$ cat src/rtl/can_frame_sequencer_pkg.sv
// Shared types and constants for the CAN capture channel frame sequencer.
package ch_pkg;

  typedef enum logic [2:0] {
    S_SUBRST = 3'd0,
    S_IDLE   = 3'd1,
    S_ARMED  = 3'd2,
    S_HEADER = 3'd3,
    S_BODY   = 3'd4,
    S_TAIL   = 3'd5
  } seq_state_t;

  localparam logic       RECESSIVE = 1'b1;
  localparam logic       DOMINANT  = 1'b0;
  localparam logic [2:0] STUFF_RUN = 3'd5;

  // Destuffed bits between the end of the header and the end of the CRC.
  // The DLC is clamped so that codes 9..15 still mean an 8-byte payload.
  function automatic logic [6:0] body_target(input logic [3:0] dlc,
                                             input int max_bytes,
                                             input int crc_bits);
    int n;
    n = (int'(dlc) > max_bytes) ? max_bytes : int'(dlc);
    return 7'(n * 8 + crc_bits);
  endfunction

endpackage

$ cat src/rtl/can_frame_sequencer_if.sv
// Signal bundle between the bit-sampling front end / size detector and the
// frame sequencer. The sequencer uses the slave view.
interface can_frame_sequencer_if;
  logic       enable;
  logic       dIn;
  logic       samplePulse;
  logic       rateSelector;
  logic       sdComplete;
  logic [3:0] sdMsgSize;
  logic       sdResetN;
  logic       sdEnable;
  logic       frameActive;
  logic [3:0] dlcLatched;
  logic       frameDone;
  logic       timeoutErr;
  logic       stuffErr;
  logic [2:0] stateDbg;

  modport slave (
    input  enable, dIn, samplePulse, rateSelector, sdComplete, sdMsgSize,
    output sdResetN, sdEnable, frameActive, dlcLatched, frameDone,
           timeoutErr, stuffErr, stateDbg
  );

  modport master (
    output enable, dIn, samplePulse, rateSelector, sdComplete, sdMsgSize,
    input  sdResetN, sdEnable, frameActive, dlcLatched, frameDone,
           timeoutErr, stuffErr, stateDbg
  );
endinterface

$ cat src/rtl/can_frame_sequencer_voter.sv
// Turns sample strobes into qualified bits: one bit per strobe, or one
// majority-voted bit per three strobes when rateSel is high.
module sample_voter (
  input  logic clk,
  input  logic resetN,
  input  logic clr,
  input  logic samplePulse,
  input  logic rateSel,
  input  logic dIn,
  output logic bitValid,
  output logic bitVal
);

  logic [1:0] phase_q, phase_d;
  logic [1:0] smp_q, smp_d;
  logic       valid_q, valid_d;
  logic       val_q, val_d;
  logic       maj;

  assign maj = (smp_q[0] & smp_q[1]) | (smp_q[0] & dIn) | (smp_q[1] & dIn);

  // Next-state: collect the first two samples, vote on the third.
  always_comb begin
    phase_d = phase_q;
    smp_d   = smp_q;
    valid_d = 1'b0;
    val_d   = val_q;
    if (clr) begin
      phase_d = 2'd0;
    end else if (samplePulse) begin
      if (!rateSel) begin
        valid_d = 1'b1;
        val_d   = dIn;
      end else if (phase_q == 2'd2) begin
        valid_d = 1'b1;
        val_d   = maj;
        phase_d = 2'd0;
      end else begin
        smp_d[phase_q[0]] = dIn;
        phase_d           = phase_q + 2'd1;
      end
    end
  end

  // Registered outputs give the one-cycle delay after the qualifying strobe.
  always_ff @(posedge clk or negedge resetN) begin
    if (!resetN) begin
      phase_q <= 2'd0;
      smp_q   <= 2'd0;
      valid_q <= 1'b0;
      val_q   <= 1'b0;
    end else begin
      phase_q <= phase_d;
      smp_q   <= smp_d;
      valid_q <= valid_d;
      val_q   <= val_d;
    end
  end

  assign bitValid = valid_q;
  assign bitVal   = val_q;

endmodule

$ cat src/rtl/can_frame_sequencer.sv
// Frame-level controller for the CAN capture channel: idle/SOF detection,
// size-detector sequencing, destuffed body counting and raw tail counting.
//
// state    | meaning
// S_SUBRST | size detector held in reset between frames
// S_IDLE   | counting recessive bits to qualify bus idle
// S_ARMED  | bus idle seen, waiting for a dominant SOF
// S_HEADER | size detector running, waiting for sdComplete
// S_BODY   | counting destuffed payload + CRC bits
// S_TAIL   | counting raw delimiter/ACK/EOF bits, stuffing ignored
module can_frame_sequencer
  import ch_pkg::*;
#(
  parameter int IDLE_BITS        = 11,
  parameter int HDR_TIMEOUT_BITS = 40,
  parameter int CRC_BITS         = 15,
  parameter int TAIL_BITS        = 10,
  parameter int SUB_RST_CYC      = 2,
  parameter int MAX_DATA_BYTES   = 8
) (
  input logic                  clk,
  input logic                  resetN,
  can_frame_sequencer_if.slave bus
);

  localparam logic [3:0] IDLE_N   = 4'(IDLE_BITS);
  localparam logic [5:0] HDR_N    = 6'(HDR_TIMEOUT_BITS);
  localparam logic [3:0] TAIL_N   = 4'(TAIL_BITS);
  localparam logic [2:0] SUB_LAST = 3'(SUB_RST_CYC - 1);

  seq_state_t state_q, state_d;
  logic [2:0] sub_cnt_q, sub_cnt_d;
  logic [3:0] idle_cnt_q, idle_cnt_d;
  logic [5:0] hdr_cnt_q, hdr_cnt_d;
  logic [6:0] body_cnt_q, body_cnt_d;
  logic [6:0] body_tgt_q, body_tgt_d;
  logic [3:0] tail_cnt_q, tail_cnt_d;
  logic [2:0] run_len_q, run_len_d;
  logic       prev_bit_q, prev_bit_d;
  logic       rate_sel_q, rate_sel_d;
  logic [3:0] dlc_q, dlc_d;
  logic       done_q, done_d;
  logic       tmo_q, tmo_d;
  logic       serr_q, serr_d;

  logic bit_valid, bit_val;
  logic is_stuff, stuff_viol, counted;
  logic [2:0] run_nxt;

  sample_voter u_voter (
    .clk         (clk),
    .resetN      (resetN),
    .clr         (state_q == S_SUBRST),
    .samplePulse (bus.samplePulse),
    .rateSel     (rate_sel_q),
    .dIn         (bus.dIn),
    .bitValid    (bit_valid),
    .bitVal      (bit_val)
  );

  // A bit following a run of five is a stuff bit: it must differ from the
  // run, is not counted, but starts the next run.
  assign is_stuff   = (run_len_q == STUFF_RUN);
  assign stuff_viol = bit_valid && is_stuff && (bit_val == prev_bit_q);
  assign counted    = bit_valid && !is_stuff;
  assign run_nxt    = (!is_stuff && bit_val == prev_bit_q) ? run_len_q + 3'd1 : 3'd1;

  // Next-state logic for the sequencer FSM, counters and pulses.
  always_comb begin
    state_d    = state_q;
    sub_cnt_d  = 3'd0;
    idle_cnt_d = idle_cnt_q;
    hdr_cnt_d  = hdr_cnt_q;
    body_cnt_d = body_cnt_q;
    body_tgt_d = body_tgt_q;
    tail_cnt_d = tail_cnt_q;
    run_len_d  = run_len_q;
    prev_bit_d = prev_bit_q;
    rate_sel_d = rate_sel_q;
    dlc_d      = dlc_q;
    done_d     = 1'b0;
    tmo_d      = 1'b0;
    serr_d     = 1'b0;

    if (!bus.enable) begin
      state_d = S_SUBRST;
    end else begin
      case (state_q)
        S_SUBRST: begin
          if (sub_cnt_q == SUB_LAST) begin
            state_d    = S_IDLE;
            idle_cnt_d = 4'd0;
            rate_sel_d = bus.rateSelector;
          end else begin
            sub_cnt_d = sub_cnt_q + 3'd1;
          end
        end
        S_IDLE: begin
          if (bit_valid) begin
            if (bit_val == RECESSIVE) begin
              idle_cnt_d = (idle_cnt_q == IDLE_N) ? idle_cnt_q : idle_cnt_q + 4'd1;
              if (idle_cnt_d == IDLE_N) state_d = S_ARMED;
            end else begin
              idle_cnt_d = 4'd0;
            end
          end
        end
        S_ARMED: begin
          if (bit_valid && bit_val == DOMINANT) begin
            state_d    = S_HEADER;
            hdr_cnt_d  = 6'd1;
            run_len_d  = 3'd1;
            prev_bit_d = DOMINANT;
          end
        end
        S_HEADER: begin
          if (bit_valid) begin
            run_len_d  = run_nxt;
            prev_bit_d = bit_val;
          end
          if (counted) hdr_cnt_d = hdr_cnt_q + 6'd1;
          if (stuff_viol) begin
            serr_d  = 1'b1;
            state_d = S_SUBRST;
          end else if (bus.sdComplete) begin
            dlc_d      = bus.sdMsgSize;
            body_tgt_d = body_target(bus.sdMsgSize, MAX_DATA_BYTES, CRC_BITS);
            body_cnt_d = 7'd0;
            state_d    = S_BODY;
          end else if (counted && hdr_cnt_d == HDR_N) begin
            tmo_d   = 1'b1;
            state_d = S_SUBRST;
          end
        end
        S_BODY: begin
          if (bit_valid) begin
            run_len_d  = run_nxt;
            prev_bit_d = bit_val;
          end
          if (stuff_viol) begin
            serr_d  = 1'b1;
            state_d = S_SUBRST;
          end else if (counted) begin
            body_cnt_d = body_cnt_q + 7'd1;
            if (body_cnt_d == body_tgt_q) begin
              tail_cnt_d = 4'd0;
              state_d    = S_TAIL;
            end
          end
        end
        S_TAIL: begin
          if (bit_valid) begin
            tail_cnt_d = tail_cnt_q + 4'd1;
            if (tail_cnt_d == TAIL_N) begin
              done_d  = 1'b1;
              state_d = S_SUBRST;
            end
          end
        end
        default: state_d = S_SUBRST;
      endcase
    end
  end

  // State and counter registers.
  always_ff @(posedge clk or negedge resetN) begin
    if (!resetN) begin
      state_q    <= S_SUBRST;
      sub_cnt_q  <= 3'd0;
      idle_cnt_q <= 4'd0;
      hdr_cnt_q  <= 6'd0;
      body_cnt_q <= 7'd0;
      body_tgt_q <= 7'd0;
      tail_cnt_q <= 4'd0;
      run_len_q  <= 3'd0;
      prev_bit_q <= RECESSIVE;
      rate_sel_q <= 1'b0;
      dlc_q      <= 4'd0;
      done_q     <= 1'b0;
      tmo_q      <= 1'b0;
      serr_q     <= 1'b0;
    end else begin
      state_q    <= state_d;
      sub_cnt_q  <= sub_cnt_d;
      idle_cnt_q <= idle_cnt_d;
      hdr_cnt_q  <= hdr_cnt_d;
      body_cnt_q <= body_cnt_d;
      body_tgt_q <= body_tgt_d;
      tail_cnt_q <= tail_cnt_d;
      run_len_q  <= run_len_d;
      prev_bit_q <= prev_bit_d;
      rate_sel_q <= rate_sel_d;
      dlc_q      <= dlc_d;
      done_q     <= done_d;
      tmo_q      <= tmo_d;
      serr_q     <= serr_d;
    end
  end

  // Level outputs decode straight from the state so exits clear them at once.
  assign bus.sdResetN    = (state_q != S_SUBRST);
  assign bus.sdEnable    = (state_q == S_ARMED) || (state_q == S_HEADER) || (state_q == S_BODY);
  assign bus.frameActive = (state_q == S_HEADER) || (state_q == S_BODY) || (state_q == S_TAIL);
  assign bus.dlcLatched  = dlc_q;
  assign bus.frameDone   = done_q;
  assign bus.timeoutErr  = tmo_q;
  assign bus.stuffErr    = serr_q;
  assign bus.stateDbg    = state_q;

endmodule

$ cat src/flat_wrapper.sv
// flat-port wrapper written by rule: the top's interface ports become plain ports
module can_frame_sequencer_flat import ch_pkg::*;
#(
  parameter int IDLE_BITS        = 11,
  parameter int HDR_TIMEOUT_BITS = 40,
  parameter int CRC_BITS         = 15,
  parameter int TAIL_BITS        = 10,
  parameter int SUB_RST_CYC      = 2,
  parameter int MAX_DATA_BYTES   = 8
)
  (clk, resetN, bus_enable, bus_dIn, bus_samplePulse, bus_rateSelector, bus_sdComplete, bus_sdMsgSize, bus_sdResetN, bus_sdEnable, bus_frameActive, bus_dlcLatched, bus_frameDone, bus_timeoutErr, bus_stuffErr, bus_stateDbg);
  can_frame_sequencer_if bus_i ();
  input logic clk;
  input logic resetN;
  input wire logic [$bits(bus_i.enable)-1:0] bus_enable;
  input wire logic [$bits(bus_i.dIn)-1:0] bus_dIn;
  input wire logic [$bits(bus_i.samplePulse)-1:0] bus_samplePulse;
  input wire logic [$bits(bus_i.rateSelector)-1:0] bus_rateSelector;
  input wire logic [$bits(bus_i.sdComplete)-1:0] bus_sdComplete;
  input wire logic [$bits(bus_i.sdMsgSize)-1:0] bus_sdMsgSize;
  output wire logic [$bits(bus_i.sdResetN)-1:0] bus_sdResetN;
  output wire logic [$bits(bus_i.sdEnable)-1:0] bus_sdEnable;
  output wire logic [$bits(bus_i.frameActive)-1:0] bus_frameActive;
  output wire logic [$bits(bus_i.dlcLatched)-1:0] bus_dlcLatched;
  output wire logic [$bits(bus_i.frameDone)-1:0] bus_frameDone;
  output wire logic [$bits(bus_i.timeoutErr)-1:0] bus_timeoutErr;
  output wire logic [$bits(bus_i.stuffErr)-1:0] bus_stuffErr;
  output wire logic [$bits(bus_i.stateDbg)-1:0] bus_stateDbg;
  assign bus_i.enable = bus_enable;
  assign bus_i.dIn = bus_dIn;
  assign bus_i.samplePulse = bus_samplePulse;
  assign bus_i.rateSelector = bus_rateSelector;
  assign bus_i.sdComplete = bus_sdComplete;
  assign bus_i.sdMsgSize = bus_sdMsgSize;
  assign bus_sdResetN = bus_i.sdResetN;
  assign bus_sdEnable = bus_i.sdEnable;
  assign bus_frameActive = bus_i.frameActive;
  assign bus_dlcLatched = bus_i.dlcLatched;
  assign bus_frameDone = bus_i.frameDone;
  assign bus_timeoutErr = bus_i.timeoutErr;
  assign bus_stuffErr = bus_i.stuffErr;
  assign bus_stateDbg = bus_i.stateDbg;
  can_frame_sequencer #(.IDLE_BITS(IDLE_BITS), .HDR_TIMEOUT_BITS(HDR_TIMEOUT_BITS), .CRC_BITS(CRC_BITS), .TAIL_BITS(TAIL_BITS), .SUB_RST_CYC(SUB_RST_CYC), .MAX_DATA_BYTES(MAX_DATA_BYTES)) u_core (.clk(clk), .resetN(resetN), .bus(bus_i));
endmodule
$ cat config.mk
export PLATFORM = sky130hd
export DESIGN_NAME = can_frame_sequencer_flat
export DESIGN_NICKNAME = d
export VERILOG_FILES = /design/src/rtl/can_frame_sequencer_pkg.sv /design/src/rtl/can_frame_sequencer_if.sv /design/src/rtl/can_frame_sequencer_voter.sv /design/src/rtl/can_frame_sequencer.sv /design/src/flat_wrapper.sv
export SDC_FILE = /design/constraint.sdc
export NUM_CORES = 1
export LEC_CHECK = 0
export BUFFER_PORTS_ARGS = -buffer_cell sky130_fd_sc_hd__buf_2
export CAP_MARGIN = 15
export CORE_MARGIN = 5
export CORE_UTILIZATION = 49
export DETAILED_ROUTE_END_ITERATION = 7
export PLACE_DENSITY = 0.67
export SLEW_MARGIN = 20
export SYNTH_ARGS = -nofsm -noshare
export SYNTH_HDL_FRONTEND = slang
export SYNTH_HIERARCHICAL = 1
export SYNTH_SLANG_ARGS = --single-unit
$ cat constraint.sdc
create_clock -name clk -period 2.65 [get_ports clk]
set_input_delay 0.1325 -clock clk [delete_from_list [all_inputs] [get_ports clk]]
set_output_delay 0.1325 -clock clk [all_outputs]
set_load 0.01 [all_outputs]
After elaboration in Yosys (flattened, before gate mapping):

Cells that the tools add are included.

* output and inout port bits: 13
* logic and storage cells: 177
* register bits: 52
* input port bits: 11

* muxes and demuxes: 71
* order comparisons: 3
* add/sub/neg operators: 8
* reductions and logical operators: 33
* eq/ne operators: 35
* bitwise gates (word level): 9

Operators with widths (number)
* 2-to-1 mux 3 bit: 20
* 2-to-1 mux 4 bit: 9
* 2-to-1 mux 7 bit: 4
* 2-to-1 mux 6 bit: 4
* 2-to-1 mux 1 bit: 21
* case mux 3 bit (6 select lines): 1
* case mux 4 bit (2 select lines): 2
* AND reduction 4 bit: 4
* case mux 7 bit (2 select lines): 1
* nonzero test 2 bit: 7
* == test 4 bit (second input constant): 3
* inequality test 2 bit (second input constant): 6
* inequality test 3 x 2 -> 1 bit (second input constant): 4
* case mux 6 bit (2 select lines): 1
* AND reduction 6 bit: 2
* inequality test 2 x 1 -> 1 bit (second input constant): 5
* AND reduction 10 bit: 1
* == test 3 bit (second input constant): 3
* inequality test 3 bit (second input constant): 3
* AND reduction 3 bit: 3
* adder 4 x 1 -> 4 bit (second input constant): 2
* 2-to-1 mux 2 bit: 4
* inequality test 4 x 2 -> 1 bit (second input constant): 2
* adder 7 x 1 -> 7 bit (second input constant): 1
* other kinds (28): 46

Depth between registers and ports, before layout:

* word-level depth: 13
* depth in mapped cells: 8
* depth with buffers taken out: 8

Hierarchy:

The synthesis kept the hierarchy.

By module, submodules not included
* can_frame_sequencer: cells an instance 272, area an instance 2605.0 um2, times used 1, seq. area each 1102.3 um2
* sample_voter: cells an instance 25, area an instance 284.0 um2, times used 1, seq. area each 150.1 um2

Worst setup path before layout:

No wires, ideal clock.

* path type: register -> register
* start: register u_core.idle_cnt_q[0]
* end: register u_core.state_q[2] (netlist: u_core/bus.stateDbg[2])
* arrival time: 1.928 ns
* cell stages (with the launch flop): 8
* data required time: 2.532 ns
* library setup time: 0.118 ns
* slack: 0.604 ns
* buffers on the path: 0
* period minus slack after synthesis: 2.046 ns
* cell sequence: dfrtp_1 > ha_1 > or3b_2 > a21oi_1 > o221ai_1 > o21bai_1 > a21o_1 > a21o_1

* longest elaborated chain between the ends: 5
* elaborated cells between the ends (all ways): 6
* those cells by class: 1 x add/sub; 3 x eq/ne; 1 x mux; 1 x reduce/logical

Ends and longest elaborated chain
* start, declared: RTL line can_frame_sequencer.sv:33 `logic [3:0] idle_cnt_q, idle_cnt_d;`
* start signal, assigned: RTL line can_frame_sequencer.sv:185 `idle_cnt_q <= idle_cnt_d;`
* adder 4 x 1 -> 4 bit / == test 4 bit (equally long branches): RTL line can_frame_sequencer.sv:101 `idle_cnt_d = (idle_cnt_q == IDLE_N) ? idle_cnt_q : idle_cnt_q + 4'd1;`
* 2-to-1 mux 4 bit *: RTL line can_frame_sequencer.sv:101
* == test 4 bit *: RTL line can_frame_sequencer.sv:102 `if (idle_cnt_d == IDLE_N) state_d = S_ARMED;`
* inequality test 3 x 2 -> 1 bit (no line) *
* AND reduction 10 bit (no line) *
* end signal, assigned: RTL line can_frame_sequencer.sv:183 `state_q <= state_d;`
* end, declared: RTL line can_frame_sequencer.sv:31 `seq_state_t state_q, state_d;`

Mark *: on every way between the ends. The rest lies on a longest branch, timed or not.
A chain may end at the register's enable or synchronous reset.

Worst setup path after layout:

* start: register u_core.run_len_q[0]
* end: register u_core.state_q[2] (netlist: u_core/bus.stateDbg[2])

* longest elaborated chain between the ends: 10
* elaborated cells between the ends (all ways): 18
* those cells by class: 5 x eq/ne; 7 x mux; 6 x reduce/logical

Ends and longest elaborated chain
* start, declared: RTL line can_frame_sequencer.sv:38 `logic [2:0] run_len_q, run_len_d;`
* start signal, assigned: RTL line can_frame_sequencer.sv:190 `run_len_q <= run_len_d;`
* == test 3 bit *: RTL line can_frame_sequencer.sv:63 `assign is_stuff = (run_len_q == STUFF_RUN);`
* zero test 1 bit: RTL line can_frame_sequencer.sv:65 `assign counted = bit_valid && !is_stuff;`
* logical AND 1 bit: RTL line can_frame_sequencer.sv:65
* 2-to-1 mux 6 bit: RTL line can_frame_sequencer.sv:121 `if (counted) hdr_cnt_d = hdr_cnt_q + 6'd1;`
* 2-to-1 mux 6 bit: RTL line can_frame_sequencer.sv:88 `case (state_q)`
* 2-to-1 mux 6 bit: RTL line can_frame_sequencer.sv:85 `if (!bus.enable) begin`
* == test 6 bit: RTL line can_frame_sequencer.sv:130 `end else if (counted && hdr_cnt_d == HDR_N) begin`
* logical AND 1 bit: RTL line can_frame_sequencer.sv:130
* inequality test 5 x 3 -> 1 bit (no line)
* AND reduction 10 bit (no line)

Mark *: on every way between the ends. The rest lies on a longest branch, timed or not. The select of a mux whose other input is x is not followed.

==> flow_summary.json <==
{
  "status": "completed",
  "maxSlewViolCount": 0,
  "clkSlewWorstSetupHoldPaths_ns": 0.10,
  "grt_pass1_vias": 2179,
  "core_area_um2": 5816,
  "final_cell_mix": "49 x dfrtp_1, 33 x nand2_1, 26 x o21ai_0",
  "synthArstFlopShare": 1.000,
  "worst-setup-path-type": "reg -> reg",
  "fin_nets": 345,
  "rr_startpoint": "u_core/run_len_q[0]",
  "die_y_um": 86.79,
  "crit_required_ns": 2.86,
  "drcViolationCount": 0,
  "drt-vias-per-instance": 5.632,
  "dieArea_um2": 7532,
  "port_buffers": 23,
  "critical-path-slowest-cell": "a21boi_1",
  "ir_drop_uv": 522.5,
  "cp_num_buf_inv": 0,
  "clockBufferDepth": 2,
  "chipWidth_um": 86.79,
  "place.gp.congestion": 0.8298,
  "wirelength_mm": 5.755,
  "io_pins": 24,
  "fin_setup_tns_ns": 0,
  "hp-start": "bus_sdComplete",
  "hp-class": "in -> reg",
  "cp.arrival_ns": 2.46,
  "synth_fp_nets": 316,
  "dp_hpwl_mm": 4.294,
  "critPathCaptureType": "flip-flop",
  "num_vias": 2264,
  "initial_core_util": 0.4968,
  "postRouteAntennaNets": 0,
  "grt_max_degree": 34,
  "crit_path_start_kind": "flip-flop",
  "setup_viol": 0,
  "ys_ff_latch": 50,
  "cts_buffers": 5,
  "seq_area_frac_synth": 0.4335,
  "cts.repair.resized": 0,
  "final_common_cell": "dfrtp_1",
  "synth_enable_flop_cells": 0,
  "clkLatencyLatePin_ns": 0.30,
  "min_period_ns": 2.257,
  "critPathMaxStageDelay_ns": 0.48,
  "htree_levels": 2,
  "grt_overflow": 0,
  "slew_headroom": 0.6333,
  "cp-startpoint": "u_core/run_len_q[0]",
  "critPathTopFamily": "compound AO/OA/AOI/OAI gates",
  "dr.pass1.iters": 4,
  "clock.fmax_mhz": 443.1,
  "syn_to_final_growth_pct": 11.39,
  "clock_sinks": 50,
  "cts_tree": "built",
  "rsz0062_at_grt": "no",
  "drt_iter0_drc": 131,
  "crit_chain": "ha_1, a21boi_1, nand4b_1, a211o_1, nor4b_4, a21o_1, a21o_1",
  "diodes": 0,
  "worstMarginPinSlew_ns": 0.5489,
  "finalHoldViolCount": 0,
  "worstPathMaxFanout": 6,
  "total_leakage_power_uw": 0.001481,
  "antenna_found_initial": 0,
  "grt_pass1_wl_mm": 9.984,
  "track_usage": 0.1645,
  "ys_types": 64,
  "wl_per_cell_um": 14.32,
  "cellPowerDensity_nw_per_um2": 855.0,
  "syn_inst": 297,
  "syn_area_um2": 2889,
  "cts_root_buf": "clkbuf_8",
  "avgSynthCellArea_um2": 9.727,
  "post-route-period-util": 0.8516,
  "path_common_cell": "a21o_1",
  "rows": 28,
  "synth_ff_type": "dfrtp_1",
  "finalPower_uw": 2752,
  "max_cap_violations": 0,
  "yosys_warnings": 6,
  "drive_above_1_share": 0.1804,
  "finalClockSkew_ns": 0.009448
}
## area by class of cell
| cell class | count | area [µm²] |
|---|---|---|
| clock inverter | 3 | 47.55 |
| inverter | 8 | 30.03 |
| multi-input combinational | 233 | 1570 |
| sequential | 50 | 1252 |
| timing repair buffer | 28 | 155.1 |
| tap | 75 | 93.84 |
| clock buffer | 5 | 68.82 |
| fill | 553 | 2597 |
## per-layer routing
layer  GRT usage  vias to the layer above  routed length (µm)
li1            -                     1125                   -
met1      0.2268                     1098                2854
met2      0.2602                       37                2635
met3     0.03802                        4                 225
met4     0.04391                        0                  38
met5           0                        -                   0
## synth_stat cells (all sizes together), types with 4 or more instances
library cell   n  share of area
nor2b         11          0.026
dfrtp         49           0.42
buf            4          0.010
nand2         33          0.043
o21ai         30          0.052
inv            8          0.010
nand2b        10          0.027
a21oi         12          0.021
mux2          10          0.040
nor2          21          0.027
xnor2         14          0.042
ha             8          0.035
nand3         12          0.021
and3           7          0.015
xor2           4          0.012
## cells by family after synthesis
group | share of synthesized area
adders and majority gates | 0.03465
AOI/OAI and AO/OA | 0.1568
buffers and inverters | 0.02296
DFF | 0.4335
and+or+nand+nor | 0.2503
muxes | 0.04721
xor gates and xnor gates | 0.05457
## per-stage QoR
step | worst slack [ns] | hold WS, ns | util | instances | area (µm²)
detailed placement | 0.3666 | 0.09769 | 0.5316 | 393 | 3092
floorplan | 0.6035 | -0.1631 | - | 297 | 2889
global route | 0.2052 | 0.03521 | 0.5534 | 402 | 3218
global placement | 0.4496 | 0.09432 | 0.5316 | 393 | 3092
finish | 0.3933 | 0.05030 | 0.5534 | 402 | 3218
CTS | 0.3558 | 0.03447 | 0.5534 | 402 | 3218
## path summary, 6_finish.rpt
kind,end,slack [ns],cells after the start
max,u_core/bus.stateDbg[2],0.39,7
min,u_core/bus.timeoutErr,0.05,2
max reg2reg,u_core/bus.stateDbg[2],0.39,7
min reg2reg,u_core/sub_cnt_q[0],0.50,1
max in group asynchronous,u_core/prev_bit_q,1.55,3
min in group asynchronous,u_core/body_tgt_q[6],0.29,2
## sequential cells by signal (all words and copies together), names as in the netlist, 2 cells and up
register / count
u_core/bus.stateDbg: 3
u_core/run_len_q: 3
u_core/u_voter/phase_q: 2
u_core/u_voter/smp_q: 2
u_core/sub_cnt_q: 3
u_core/body_tgt_q: 5
u_core/tail_cnt_q: 4
u_core/hdr_cnt_q: 6
u_core/idle_cnt_q: 4
u_core/bus.dlcLatched: 4
u_core/body_cnt_q: 7
## worst reg2reg max path: stages, from the launching register on
cell and delay (ns):
dfrtp_1 0.42, ha_1 0.25, a21boi_1 0.48, nand4b_1 0.19, a211o_1 0.33, nor4b_4 0.15
a21o_1 0.18, a21o_1 0.17
## where the power goes
| part | switching, µW | leakage [µW] | total [µW] | internal [µW] |
|---|---|---|---|---|
| Sequential | 248 | 0.000668 | 1210 | 958 |
| Combinational | 492 | 0.000754 | 986 | 494 |
| Clock | 271 | 0.0000591 | 559 | 288 |
| Total | 1010 | 0.00148 | 2750 | 1740 |
## repair_timing
action / CTS / global route
endpoints found under the hold margin: 17 / 0
setup endpoints to repair: 0 / 0
hold buffers: 1 / 0
setup buffers: 0 / 0
Power figures use the tool's default switching activity.
